<file path="config.mk">
export PLATFORM = sky130hd
export DESIGN_NAME = dcache_controller
export DESIGN_NICKNAME = d
export VERILOG_FILES = /design/src/rtl/dcache_pkg.sv /design/src/rtl/dcache_array.sv /design/src/rtl/dcache_controller.sv
export SDC_FILE = /design/constraint.sdc
export NUM_CORES = 1
export LEC_CHECK = 0
export CORE_MARGIN = 5
export CORE_UTILIZATION = 53
export CTS_CLUSTER_DIAMETER = 150
export CTS_CLUSTER_SIZE = 28
export DETAILED_ROUTE_END_ITERATION = 10
export PLACE_DENSITY = 0.77
export SYNTH_ARGS = -nofsm -noshare
export SYNTH_HDL_FRONTEND = slang
export SYNTH_SLANG_ARGS = --single-unit
</file>
<file path="constraint.sdc">
create_clock -name CLK -period 5.25 [get_ports CLK]
set_clock_uncertainty 0.15 [all_clocks]
set_input_delay 1.05 -clock CLK [delete_from_list [all_inputs] [get_ports CLK]]
set_output_delay 1.05 -clock CLK [all_outputs]
set_load 0.01 [all_outputs]
</file>
<file path="src/rtl/dcache_pkg.sv">
// Shared definitions for the direct-mapped write-back data cache.
//   - geometry: NUM_LINES lines of BLOCK_BYTES bytes, 8-bit byte address
//   - FSM state encoding for the miss sequencer
//   - addr_t / split_addr: break a CPU byte address into tag/index/offset
package dcache_pkg;

  localparam int NUM_LINES   = 8;
  localparam int BLOCK_BYTES = 4;
  localparam int ADDR_W      = 8;
  localparam int INDEX_W     = $clog2(NUM_LINES);
  localparam int OFFSET_W    = $clog2(BLOCK_BYTES);
  localparam int TAG_W       = ADDR_W - INDEX_W - OFFSET_W;
  localparam int LINE_W      = 8 * BLOCK_BYTES;
  localparam int MADDR_W     = TAG_W + INDEX_W;

  localparam logic [1:0] IDLE      = 2'd0;
  localparam logic [1:0] WRITEBACK = 2'd1;
  localparam logic [1:0] ALLOCATE  = 2'd2;

  typedef struct packed {
    logic [TAG_W-1:0]    tag;
    logic [INDEX_W-1:0]  index;
    logic [OFFSET_W-1:0] offset;
  } addr_t;

  function automatic addr_t split_addr(input logic [ADDR_W-1:0] a);
    addr_t f;
    f.tag    = a[ADDR_W-1 -: TAG_W];
    f.index  = a[OFFSET_W +: INDEX_W];
    f.offset = a[OFFSET_W-1:0];
    return f;
  endfunction

endpackage

</file>
<file path="src/rtl/dcache_array.sv">
// Line storage for the data cache: valid, dirty, tag and data per line.
//   clk, rst_n      : clock, synchronous active-low reset (clears valid/dirty only)
//   rd_index        : combinational read port -> rd_valid/rd_dirty/rd_tag/rd_data
//   byte_we         : store one byte (wr_index, wr_offset, wr_byte), marks line dirty
//   fill_we         : install a whole line (wr_index, fill_tag, fill_data), valid & clean
module dcache_array
  import dcache_pkg::*;
(
  input  logic                                clk,
  input  logic                                rst_n,
  input  logic [INDEX_W-1:0]                  rd_index,
  output logic                                rd_valid,
  output logic                                rd_dirty,
  output logic [TAG_W-1:0]                    rd_tag,
  output logic [BLOCK_BYTES-1:0][7:0]         rd_data,
  input  logic                                byte_we,
  input  logic                                fill_we,
  input  logic [INDEX_W-1:0]                  wr_index,
  input  logic [OFFSET_W-1:0]                 wr_offset,
  input  logic [7:0]                          wr_byte,
  input  logic [TAG_W-1:0]                    fill_tag,
  input  logic [BLOCK_BYTES-1:0][7:0]         fill_data
);

  logic [NUM_LINES-1:0]                       valid;
  logic [NUM_LINES-1:0]                       dirty;
  logic [NUM_LINES-1:0][TAG_W-1:0]            tags;
  logic [NUM_LINES-1:0][BLOCK_BYTES-1:0][7:0] data;

  assign rd_valid = valid[rd_index];
  assign rd_dirty = dirty[rd_index];
  assign rd_tag   = tags[rd_index];
  assign rd_data  = data[rd_index];

  always_ff @(posedge clk) begin
    if (!rst_n) begin
      valid <= '0;
      dirty <= '0;
    end else if (fill_we) begin
      valid[wr_index] <= 1'b1;
      dirty[wr_index] <= 1'b0;
    end else if (byte_we) begin
      dirty[wr_index] <= 1'b1;
    end
  end

  // Tag/data have no reset: contents are meaningless until valid is set.
  always_ff @(posedge clk) begin
    if (fill_we) begin
      tags[wr_index] <= fill_tag;
      data[wr_index] <= fill_data;
    end else if (byte_we) begin
      data[wr_index][wr_offset] <= wr_byte;
    end
  end

endmodule

</file>
<file path="src/rtl/dcache_controller.sv">
// Direct-mapped, write-back, write-allocate data cache controller.
//   CPU side : READ/WRITE/ADDRESS/WRITEDATA in, READDATA/BUSYWAIT out.
//              Hits complete without a stall; misses raise BUSYWAIT.
//   Mem side : mem_read/mem_write strobes (Moore, from state), mem_address
//              {tag,index}, mem_writedata (evicted line), mem_readdata,
//              mem_busywait.
//   CLK, RESET (synchronous, active low).
module dcache_controller
  import dcache_pkg::*;
(
  input  logic                CLK,
  input  logic                RESET,
  input  logic                READ,
  input  logic                WRITE,
  input  logic [ADDR_W-1:0]   ADDRESS,
  input  logic [7:0]          WRITEDATA,
  output logic [7:0]          READDATA,
  output logic                BUSYWAIT,
  output logic                mem_read,
  output logic                mem_write,
  output logic [MADDR_W-1:0]  mem_address,
  output logic [LINE_W-1:0]   mem_writedata,
  input  logic [LINE_W-1:0]   mem_readdata,
  input  logic                mem_busywait
);

  logic [1:0]                 state;
  logic [TAG_W-1:0]           lat_tag;
  logic [INDEX_W-1:0]         lat_index;
  logic                       seen_busy;

  addr_t                      a;
  logic                       in_idle, req, hit, done;
  logic [INDEX_W-1:0]         idx;
  logic                       line_valid, line_dirty;
  logic [TAG_W-1:0]           line_tag;
  logic [BLOCK_BYTES-1:0][7:0] line_data;
  logic                       byte_we, fill_we;

  assign a       = split_addr(ADDRESS);
  assign in_idle = (state == IDLE);
  assign req     = READ | WRITE;
  // During a miss the latched index governs, so ADDRESS may wander freely.
  assign idx     = in_idle ? a.index : lat_index;
  assign hit     = line_valid && (line_tag == a.tag);
  // Memory handshake completes on a low busy after a high one was seen.
  assign done    = seen_busy && !mem_busywait;

  // READ wins when both request lines are high, so store only on WRITE alone.
  assign byte_we = RESET && in_idle && WRITE && !READ && hit;
  assign fill_we = RESET && (state == ALLOCATE) && done;

  dcache_array u_array (
    .clk       (CLK),
    .rst_n     (RESET),
    .rd_index  (idx),
    .rd_valid  (line_valid),
    .rd_dirty  (line_dirty),
    .rd_tag    (line_tag),
    .rd_data   (line_data),
    .byte_we   (byte_we),
    .fill_we   (fill_we),
    .wr_index  (idx),
    .wr_offset (a.offset),
    .wr_byte   (WRITEDATA),
    .fill_tag  (lat_tag),
    .fill_data (mem_readdata)
  );

  assign READDATA      = (in_idle && READ && hit) ? line_data[a.offset] : 8'h00;
  assign BUSYWAIT      = in_idle ? (req && !hit) : 1'b1;
  assign mem_write     = (state == WRITEBACK);
  assign mem_read      = (state == ALLOCATE);
  assign mem_writedata = mem_write ? line_data : '0;

  always_comb begin
    mem_address = '0;
    case (state)
      WRITEBACK: mem_address = {line_tag, lat_index};
      ALLOCATE:  mem_address = {lat_tag, lat_index};
      default:   mem_address = '0;
    endcase
  end

  always_ff @(posedge CLK) begin
    if (!RESET) begin
      state     <= IDLE;
      seen_busy <= 1'b0;
    end else begin
      case (state)
        IDLE: begin
          if (req && !hit) begin
            lat_tag   <= a.tag;
            lat_index <= a.index;
            seen_busy <= 1'b0;
            state     <= (line_valid && line_dirty) ? WRITEBACK : ALLOCATE;
          end
        end
        WRITEBACK: begin
          if (done) begin
            state     <= ALLOCATE;
            seen_busy <= 1'b0;
          end else if (mem_busywait) begin
            seen_busy <= 1'b1;
          end
        end
        ALLOCATE: begin
          if (done) begin
            state     <= IDLE;
            seen_busy <= 1'b0;
          end else if (mem_busywait) begin
            seen_busy <= 1'b1;
          end
        end
        default: state <= IDLE;
      endcase
    end
  end

endmodule

</file>
==> results of run 1 <==
-- critical path, cell delays in order --
cell             delay [ps]
dlygate4sd2_1           380
and3b_1                 250
nor2_2                  180
buf_12                  190
o22ai_1                 100
o31ai_1                 360
o211ai_1                230
mux4_2                  530
nor2_4                  150
clkdlybuf4s50_1         560
-- per-layer routing --
| metal | part of all wire [%] | wire, um | up-vias | track usage, % |
|---|---|---|---|---|
| met4 | 5.1 | 3109 | 0 | 15.58 |
| met2 | 43 | 26290 | 1454 | 53.30 |
| met3 | 17 | 10310 | 237 | 10.90 |
| met1 | 35 | 21340 | 6723 | 49.81 |
| li1 | - | - | 5874 | - |
| met5 | 0 | 0 | - | 0 |
-- power breakdown --
group	internal (mW)	switching [mW]	total, mW
logic	1.15	1.58	2.73
registers	2.66	0.0245	2.69
clock network	0.542	0.776	1.32
-- registers in the layout, summed over array words and instances, names as in the netlist, named ones only --
signal and cells:
u_array.valid 8, seen_busy 1, u_array.tags 24, lat_tag 3, state 2, lat_index 3
u_array.data 256
-- cell type report --
cell class / instances / area [um2] / share of cell area, %
well taps: 384 / 480.5 / 2.579
inverters: 12 / 45.04 / 0.2417
flip-flops and latches: 305 / 8969 / 48.13
repair buffers: 325 / 2903 / 15.58
multi-input cells: 1020 / 5826 / 31.27
clock inverters: 1 / 5.005 / 0.02686
clock buffers: 23 / 405.4 / 2.176
-- repair_timing --
action	4_1_cts	5_1_grt
setup endpoints to repair	11	7
gates resized for setup	17	19
endpoints found under the hold margin	0	0
pin swaps	0	1
buffers inserted	2	1
gates cloned	1	0
-- path summary, 6_finish.rpt --
kind                  endpoint  slack, ps  depth (start not counted)
max                READDATA[7]         50                         10
min reg2reg   u_array.valid[4]        300                          2
min           u_array.valid[4]        300                          2
max reg2reg  u_array.data[155]        950                         14
-- per-stage QoR --
step	cells	total power, mW	util, %	worst slack, ps	setup TNS (ps)
after floorplan	1475	3.885	-	1008	0
after global placement	2042	5.266	63.22	-576.2	-2419
after detailed placement	2042	5.281	63.22	-503.7	-2420
after CTS	2069	6.586	64.86	-22.66	-25.41
after global routing	2070	6.883	65.09	-17.64	-17.64
final	2070	6.740	65.09	51.60	0
-- logic make-up after synthesis --
kind of cell             Yosys count  share of synthesized area, %
flip-flops                       305                         58.38
buffers and inverters            151                         4.732
multiplexers                      26                         2.679
AND/OR/NAND/NOR                  509                         13.97
AO/OA/AOI/OAI                    479                         19.86
XOR/XNOR                           1                       0.05702
adder cells (fa/ha/maj)            4                        0.3258
-- cells in the mapped netlist, drive strengths merged (3+ instances only) --
cell	number	area [um2]
mux2i	11	122.6
nand2b	3	18.77
o211ai	5	37.54
nand2	341	1280
a311oi	11	96.34
and2	16	100.1
nand3b	3	22.52
o31ai	11	82.58
mux2	5	63.81
a21oi	22	121.4
o221ai	12	105.1
nor3b	3	27.52
nand3	12	72.57
a211o	3	26.28
a22o	66	578.1
a311o	4	40.04
ha	4	50.05
a32oi	5	43.79
mux4	10	225.2
dfxtp	19	380.4
nor2b	6	37.54
clkbuf	53	198.9
or3	4	25.02
o22a	4	35.03
o22ai	56	350.3
nor2	85	319.1
or3b	3	26.28
inv	12	45.04
nor3	21	110.1
and3b	3	26.28
edfxtp	286	8588
a31oi	9	56.30
a22oi	3	22.52
o21ai	241	1210
a221o	3	30.03
a41oi	8	70.07
and3	3	18.77
buf	86	483.0
a211oi	3	27.52
==> metrics.cfg, run 1 <==
[drt]
routedWlPerCell_um=29.50
firstDrtPassIters=6
finalWirelength_um=61060
drt-initial-drc-count=2758
via_per_inst=6.902
route.detailed.drc=0
vias=14288
ant_nets=0

[die]
initial_utilization_pct=53.67
die_area_um2=32490
die_y_um=180.3
rows=62
io_pins=102
core_um2=28630
die_w_um=180.3

[final_layout]
final_common_cell=nand2_1
layout_common_cells=nand2_1 (339), edfxtp_1 (286), o21ai_0 (231)
nNetsFinal=1735
drive_above_1_share_pct=17.44
diodes=0
fin_area_um2=18630
synthToLayoutAreaGrowth_pct=21.28
n_fill_cell=2238

[sta]
slew_headroom_pct=18.71
hold_slack_ps=302.2
hold_viol_final=0
min_period_over_period_pct=99.02
worst_pin_slew_ps=1207
setup_viol=0
report.final.slew_viol_count=0
post-route-min-period_ps=5198
fmax_mhz=192.4

[pwr]
power.density_nw_per_um2=361.7
p_leak_nw=7.025
peakVddDrop_uv=265.1

[clocking]
cts_tree=built
postCtsHoldBufs=0
clock_sinks=305
cts_buffers=14
ctsHtreeMaxLevel=1
clockBufferDepth=3
clk_latency_ps=530
root_buffer=clkbuf_16
cts.clk_slew.worst_paths_ps=100

[place]
routabilityCongestion=1.052
numPortBuffers=101
hpwlAfterDp_um=42810
placed_area_um2=18100

[grt]
grt_pass1_wl_um=88710
overflow=0
grt_usage_pct=36.07
grt_max_degree=36
grt_pass1_vias=13557
antenna_found_initial=1

[setup_path]
crit_arrival_ps=4000
crit_start=ADDRESS[4]
cp.required_ps=4050
r2r_start=state[0]
start_kind=input port
critPathMaxFanout=13
crit_type=input port to primary output
cp-end-kind=primary output

[logic_synthesis]
synth_warnings=0
synthFlopType=edfxtp_1
yosysUniqueCellTypes=66
synth_area_per_cell_um2=10.42
async_reset_ff_share_pct=0
synth_nets=1532
seq_area_frac_synth_pct=58.38
syn_inst=1475
synth.cell_area_um2=15360
synth_edf_count=286
ys_seq_elements=305

[hold_path]
hold_start=u_array.valid[4]
hp-class=flip-flop to flip-flop

[run_status]
status=finished, final reports clean

[job]
drv_cap=0

(Power assumes the default switching activity.)
==> run 2: changes to the inputs <==
- CTS_CLUSTER_SIZE: 28 -> 8
==> run 2 against run 1 <==
Effect of this change: the flow now finishes with violations (setup timing); worst setup slack got worse by 140 ps; maximum frequency fell by 2.6%; die area did not move; power rose by 19%; non-clock buffer count rose by 1; critical path depth fell by 1; sequential power barely moved; cell count rose by 2.0%; critical endpoint unchanged; design area rose by 4.3%; routed wire length rose by 1.5%.
==> metrics.cfg, run 2 (synthesized netlist as in run 1, its figures left out) <==
[run_status]
status=complete, but fails checks
violations=setup timing

[final_layout]
multi_input_area_um2=5811  ; -0.26%
drive_above_1_share_pct=18.69  ; +1.3 points
largest-register=u_array.data
top_regs=u_array.data (256), u_array.tags (24), u_array.valid (8)
final_common_cell=nand2_1
regArea_um2=8969  ; unchanged
diodes=0  ; unchanged
post_layout_nonfiller_instances=2112  ; +2.0%
fin_util_pct=67.92  ; +2.8 points
fin_area_um2=19440  ; +4.3%
layout_common_cells=nand2_1 (340), edfxtp_1 (286), o21ai_0 (231)
n_fill_cell=2117  ; -5.4%
largest_register_ffs=256  ; unchanged
nNetsFinal=1765  ; +1.7%
synthToLayoutAreaGrowth_pct=26.55

[pwr]
p_leak_nw=7.361  ; +4.8%
combPwrFrac_pct=34.1  ; -6.4 points
swShare_pct=32.96  ; -2.3 points
p_int_mw=5.388  ; +24%
power_switching_mw=2.650  ; +11%
peakVddDrop_uv=261.7  ; -1.3%
power.density_nw_per_um2=413.4  ; +14%
clock_power_share_pct=32.3  ; +13 points
seq_power_share_pct=33.5  ; -6.4 points

[grt]
grt_pass1_wl_um=89810  ; +1.2%
grt_usage_pct=36.64  ; +0.57 points
grt_pass1_vias=13919  ; +2.7%
antenna_found_initial=2  ; +1
overflow=0  ; unchanged
grt_max_degree=36  ; unchanged

[clocking]
ctsHtreeMaxLevel=2  ; +1
cts_tree=built
clock_sinks=305  ; unchanged
clk_latency_ps=540  ; about the same
postCtsHoldBufs=0  ; unchanged
cts_buffers=44  ; +30
clockBufferDepth=3  ; unchanged
root_buffer=clkbuf_16
cts.clk_slew.worst_paths_ps=50  ; -50 ps

[drt]
drt-initial-drc-count=2698  ; -2.2%
routedWlPerCell_um=29.35  ; -0.48%
firstDrtPassIters=7  ; +1
route.detailed.drc=0  ; unchanged
vias=14673  ; +2.7%
finalWirelength_um=62000  ; +1.5%
ant_nets=0  ; unchanged
via_per_inst=6.947  ; +0.65%

[die]
core_um2=28630  ; unchanged
die_w_um=180.3  ; unchanged
initial_utilization_pct=53.67  ; unchanged
io_pins=102  ; unchanged
rows=62  ; unchanged
die_y_um=180.3  ; unchanged
die_area_um2=32490  ; unchanged

[place]
routabilityCongestion=1.052  ; unchanged
placed_area_um2=18100  ; unchanged
hpwlAfterDp_um=42810  ; unchanged
dpl.cell_count=2042  ; unchanged
numPortBuffers=101  ; unchanged
pre_cts_slack_ps=-503.7  ; unchanged

[hold_path]
hp-class=flip-flop to flip-flop

[setup_path]
cp.required_ps=4050  ; about the same
crit_arrival_ps=4130  ; +130 ps
critPathMaxFanout=11  ; -2
start_kind=input port
cp-end-kind=primary output
crit_type=input port to primary output

[sta]
setup_viol=2  ; +2
min_period_over_period_pct=101.6  ; +2.6 points
slew_headroom_pct=19.17  ; +0.46 points
report.final.slew_viol_count=0  ; unchanged
hold_viol_final=0  ; unchanged
worst_pin_slew_ps=1200  ; -6.852 ps
post-route-min-period_ps=5335  ; +136.4 ps
worst_slack_ps=-84.80  ; -136.4 ps
fin_tns_setup_ps=-134.9  ; -134.9 ps
fmax_mhz=187.4  ; -2.6%
rsz0062_at_grt=yes

[job]
drv_cap=0  ; unchanged

## run 2: per-layer routing
layer  track usage, %  wire length (um)  vias to the layer above
met1            49.60             21550                     6900
met2            53.90             26590                     1524
met4            17.54              3647                        2
li1                 -                 -                     5954
met3            11.73             10200                      293
met5                0                13                        -
## run 2: power groups by stage
stage	clock network [mW]	registers (mW)	logic, mW
final	2.60	2.70	2.74
after global routing	2.69	2.70	2.80
after CTS	2.59	2.70	2.60
after detailed placement	0	2.74	2.54
after global placement	0	2.74	2.52
after floorplan	0	2.73	1.16
## run 2: path summary, 6_finish.rpt
| check | start | to | slack (ps) | depth (start not counted) |
|---|---|---|---|---|
| worst max-delay path | ADDRESS[2] | READDATA[7] | -80 | 9 |
| worst min-delay path | u_array.valid[4] | u_array.valid[4] | 290 | 2 |
| worst max register to register | state[0] | u_array.data[128] | 950 | 13 |
| worst min register to register | u_array.valid[4] | u_array.valid[4] | 290 | 2 |
## run 2: what timing repair did
action / CTS / global route
resized for setup: 24 / 6
setup endpoints to repair: 11 / 5
buffers inserted: 2 / 2
pin swaps: 1 / 1
## run 2: area by class of cell
type | instances | area share [%]
Sequential cell | 305 | 46.13
Multi-Input combinational cell | 1019 | 29.89
Timing Repair Buffer | 326 | 15.01
Clock buffer | 63 | 6.139
Tap cell | 384 | 2.471
Inverter | 12 | 0.2317
Clock inverter | 3 | 0.1351
## run 2: per-stage QoR
step | hold slack (ps) | total power, mW
4_1_cts | 291.9 | 7.886
2_1_floorplan | 268.6 | 3.885
5_1_grt | 320.1 | 8.186
3_5_place_dp | 284.0 | 5.281
3_3_place_gp | 280.9 | 5.266
6_report | 293.7 | 8.038
## run 2: worst max-delay path: stages
cell and delay, ps:
clkdlybuf4s50_1 460, mux2_4 390, buf_12 170, buf_4 180
o31ai_2 370, o211ai_1 220, mux4_2 500, nor2_2 200
clkdlybuf4s50_1 580
==> run 3: changes to the inputs <==
- ABC_CLOCK_PERIOD_IN_PS: not set -> 5200
- RECOVER_POWER: not set -> 50
- clock period: 5.25 -> 5.2 ns (I/O delays scaled with it)
==> run 3 against run 2 <==
Effect of this change: the flow finishes with violations (capacitance limit, slew limit); count of clock-buffer cells in the layout grew 16; global-route usage shrank 0.62 points; first-iteration DRC count down 5.2%; non-clock buffer count up 4; sequential share of layout area fell by 0.097 points; critical endpoint unchanged.
==> metrics.cfg, run 3 (synthesized netlist as in run 1, its figures left out) <==
[grt]
grt_pass1_wl_um=88620  ; -1.3%
grt_max_degree=36  ; unchanged
antenna_found_initial=1  ; -1
overflow=0  ; unchanged
grt_usage_pct=36.02  ; -0.62 points
grt_pass1_vias=14092  ; +1.2%

[final_layout]
n_fill_cell=2061  ; -2.6%
top_regs=u_array.data (256), u_array.tags (24), u_array.valid (8)
drive_above_1_share_pct=18.35  ; -0.34 points
diodes=0  ; unchanged
nNetsFinal=1770  ; +0.28%
largest_register_ffs=256  ; unchanged
fin_util_pct=68.08  ; +0.16 points
largest-register=u_array.data
synthToLayoutAreaGrowth_pct=26.85
layout_common_cells=nand2_1 (339), edfxtp_1 (286), o21ai_0 (231)
final_common_cell=nand2_1

[clocking]
clk_latency_ps=540  ; about the same
cts_buffers=44  ; unchanged
cts.clk_slew.worst_paths_ps=60  ; about the same
cts_tree=built
clock_sinks=305  ; unchanged
clockBufferDepth=3  ; unchanged
postCtsHoldBufs=0  ; unchanged
root_buffer=clkbuf_16
ctsHtreeMaxLevel=2  ; unchanged

[die]
initial_utilization_pct=53.67  ; unchanged
core_um2=28630  ; unchanged
io_pins=102  ; unchanged
rows=62  ; unchanged
die_area_um2=32490  ; unchanged
die_y_um=180.3  ; unchanged
die_w_um=180.3  ; unchanged

[pwr]
peakVddDrop_uv=232.9  ; -11%
clock_power_share_pct=32.8  ; +0.5 points
p_int_mw=5.507  ; +2.2%
p_leak_nw=7.391  ; +0.40%
combPwrFrac_pct=34.0  ; about the same
power.density_nw_per_um2=422.0  ; +2.1%
p_total_mw=8.225  ; +2.3%
seq_power_share_pct=33.1  ; -0.4 points
swShare_pct=33.04  ; +0.076 points
power_switching_mw=2.717  ; +2.6%

[sta]
min_period_over_period_pct=99.95
rsz0062_at_grt=yes
slew_headroom_pct=-38.25  ; -57 points
post-route-min-period_ps=5197
fmax_mhz=192.4
worst_pin_slew_ps=2074  ; +873.9 ps
report.final.slew_viol_count=48  ; +48
setup_viol=0  ; -2
hold_viol_final=0  ; unchanged

[setup_path]
r2r_start=state[0]
path_cells=inv_1 > ha_1 > buf_12 > mux2_4 > buf_4 > buf_4 > o31ai_1 > o211ai_1 > mux4_2 > nor2_4 > clkdlybuf4s50_1
rr_worst_depth=14  ; +1
cp.required_ps=4010  ; -40 ps
r2r_end=u_array.data[94]
r2r_slack_ps=370  ; -580 ps
crit_type=flip-flop to primary output
cp-end-kind=primary output
start_kind=flip-flop
crit_arrival_ps=4010  ; -120 ps
critPathSlowestCell=clkdlybuf4s50_1
cp_slowest_stage_delay_ps=560  ; -20 ps
worst_path_most_repeated_cell=buf_4
critPathMaxFanout=28  ; +17

[drt]
vias=14618  ; -0.37%
route.detailed.drc=0  ; unchanged
finalWirelength_um=61030  ; -1.6%
routedWlPerCell_um=28.61  ; -2.5%
via_per_inst=6.853  ; -1.4%
firstDrtPassIters=7  ; unchanged
drt-initial-drc-count=2559  ; -5.2%
ant_nets=0  ; unchanged

[hold_path]
hold_depth=2  ; unchanged
hp-class=flip-flop to flip-flop
whs_endpoint=u_array.valid[4]
hold_start=u_array.valid[4]

[place]
numPortBuffers=101  ; unchanged
hpwlAfterDp_um=41740  ; -2.5%
routabilityCongestion=1.052  ; about the same

[job]
drv_cap=2  ; +2

[run_status]
violations=capacitance limit, slew limit
status=complete, but fails checks

## run 3: cell types whose count changed in the layout (fill, tap and decap cells not counted), sizes merged
cell / previous run / this run
clkdlybuf4s50: 93 / 84
clkbuf: 63 / 91
buf: 225 / 217
mux2: 5 / 6
dlygate4sd2: 6 / 4
dlygate4sd3: 0 / 9
dlymetal6s2s: 2 / 4
## run 3: power groups by stage
stage / registers [mW] / logic (mW) / clock network, mW
finish: 2.72 / 2.80 / 2.70
global placement: 2.77 / 2.53 / 0
CTS: 2.72 / 2.62 / 2.68
detailed placement: 2.77 / 2.55 / 0
floorplan: 2.76 / 1.17 / 0
global route: 2.72 / 2.85 / 2.80
## run 3: metal layers
metal  share of wire (%)  routed length [um]  GRT usage, %
met1                  34               20900         48.85
met2                  42               25890         51.89
met3                  17               10670         12.41
met4                 5.8                3553         18.00
met5               0.021                  13             0
## run 3: metrics by stage
| step | hold slack (ps) | TNS, ps | worst slack [ps] | cell area [um2] | std cells |
|---|---|---|---|---|---|
| after global placement | 279.7 | -1653 | -314.5 | 18070 | 2042 |
| after detailed placement | 285.0 | -1720 | -249.5 | 18070 | 2042 |
| after global routing | 302.0 | -164.5 | -54.84 | 19490 | 2133 |
| after CTS | 292.3 | 0 | 1.786 | 19430 | 2128 |
| after floorplan | 268.6 | 0 | 978.3 | 15360 | 1475 |
| final | 296.2 | 0 | 2.640 | 19490 | 2133 |
## run 3: area by class of cell
type	instances	area, um2	area share, %
multi-input cells	1020	5841	29.97
well taps	384	480.5	2.465
clock inverters	3	26.28	0.1348
flip-flops and latches	305	8971	46.03
clock buffers	79	1254	6.433
inverters	12	45.04	0.2311
repair buffers	330	2872	14.73
## run 3: repair_timing
action / CTS / global route
setup endpoints to repair: 10 / 9
gates cloned: 1 / 0
setup buffers: 3 / 5
pin swaps: 3 / 5
resized for setup: 18 / 21
## run 3: worst max-delay path, delay by kind of cell, from the launching register on
family                     cells  cell delay (ps)
buffers and inverters          5             1220
muxes                          2              950
AOI/OAI and AO/OA              2              590
DFF                            1              340
adders and majority gates      1              210
and+or+nand+nor                1              150
## run 3: how the worst max path moves through the flow
stage                    start     endpoint  slack [ps]
finish                state[1]  READDATA[7]           3
detailed placement  ADDRESS[3]  READDATA[0]        -250
CTS                   state[0]  READDATA[5]           2
global placement    ADDRESS[4]  READDATA[2]        -310
global route        ADDRESS[3]  READDATA[1]         -50
floorplan           ADDRESS[2]  READDATA[5]         980
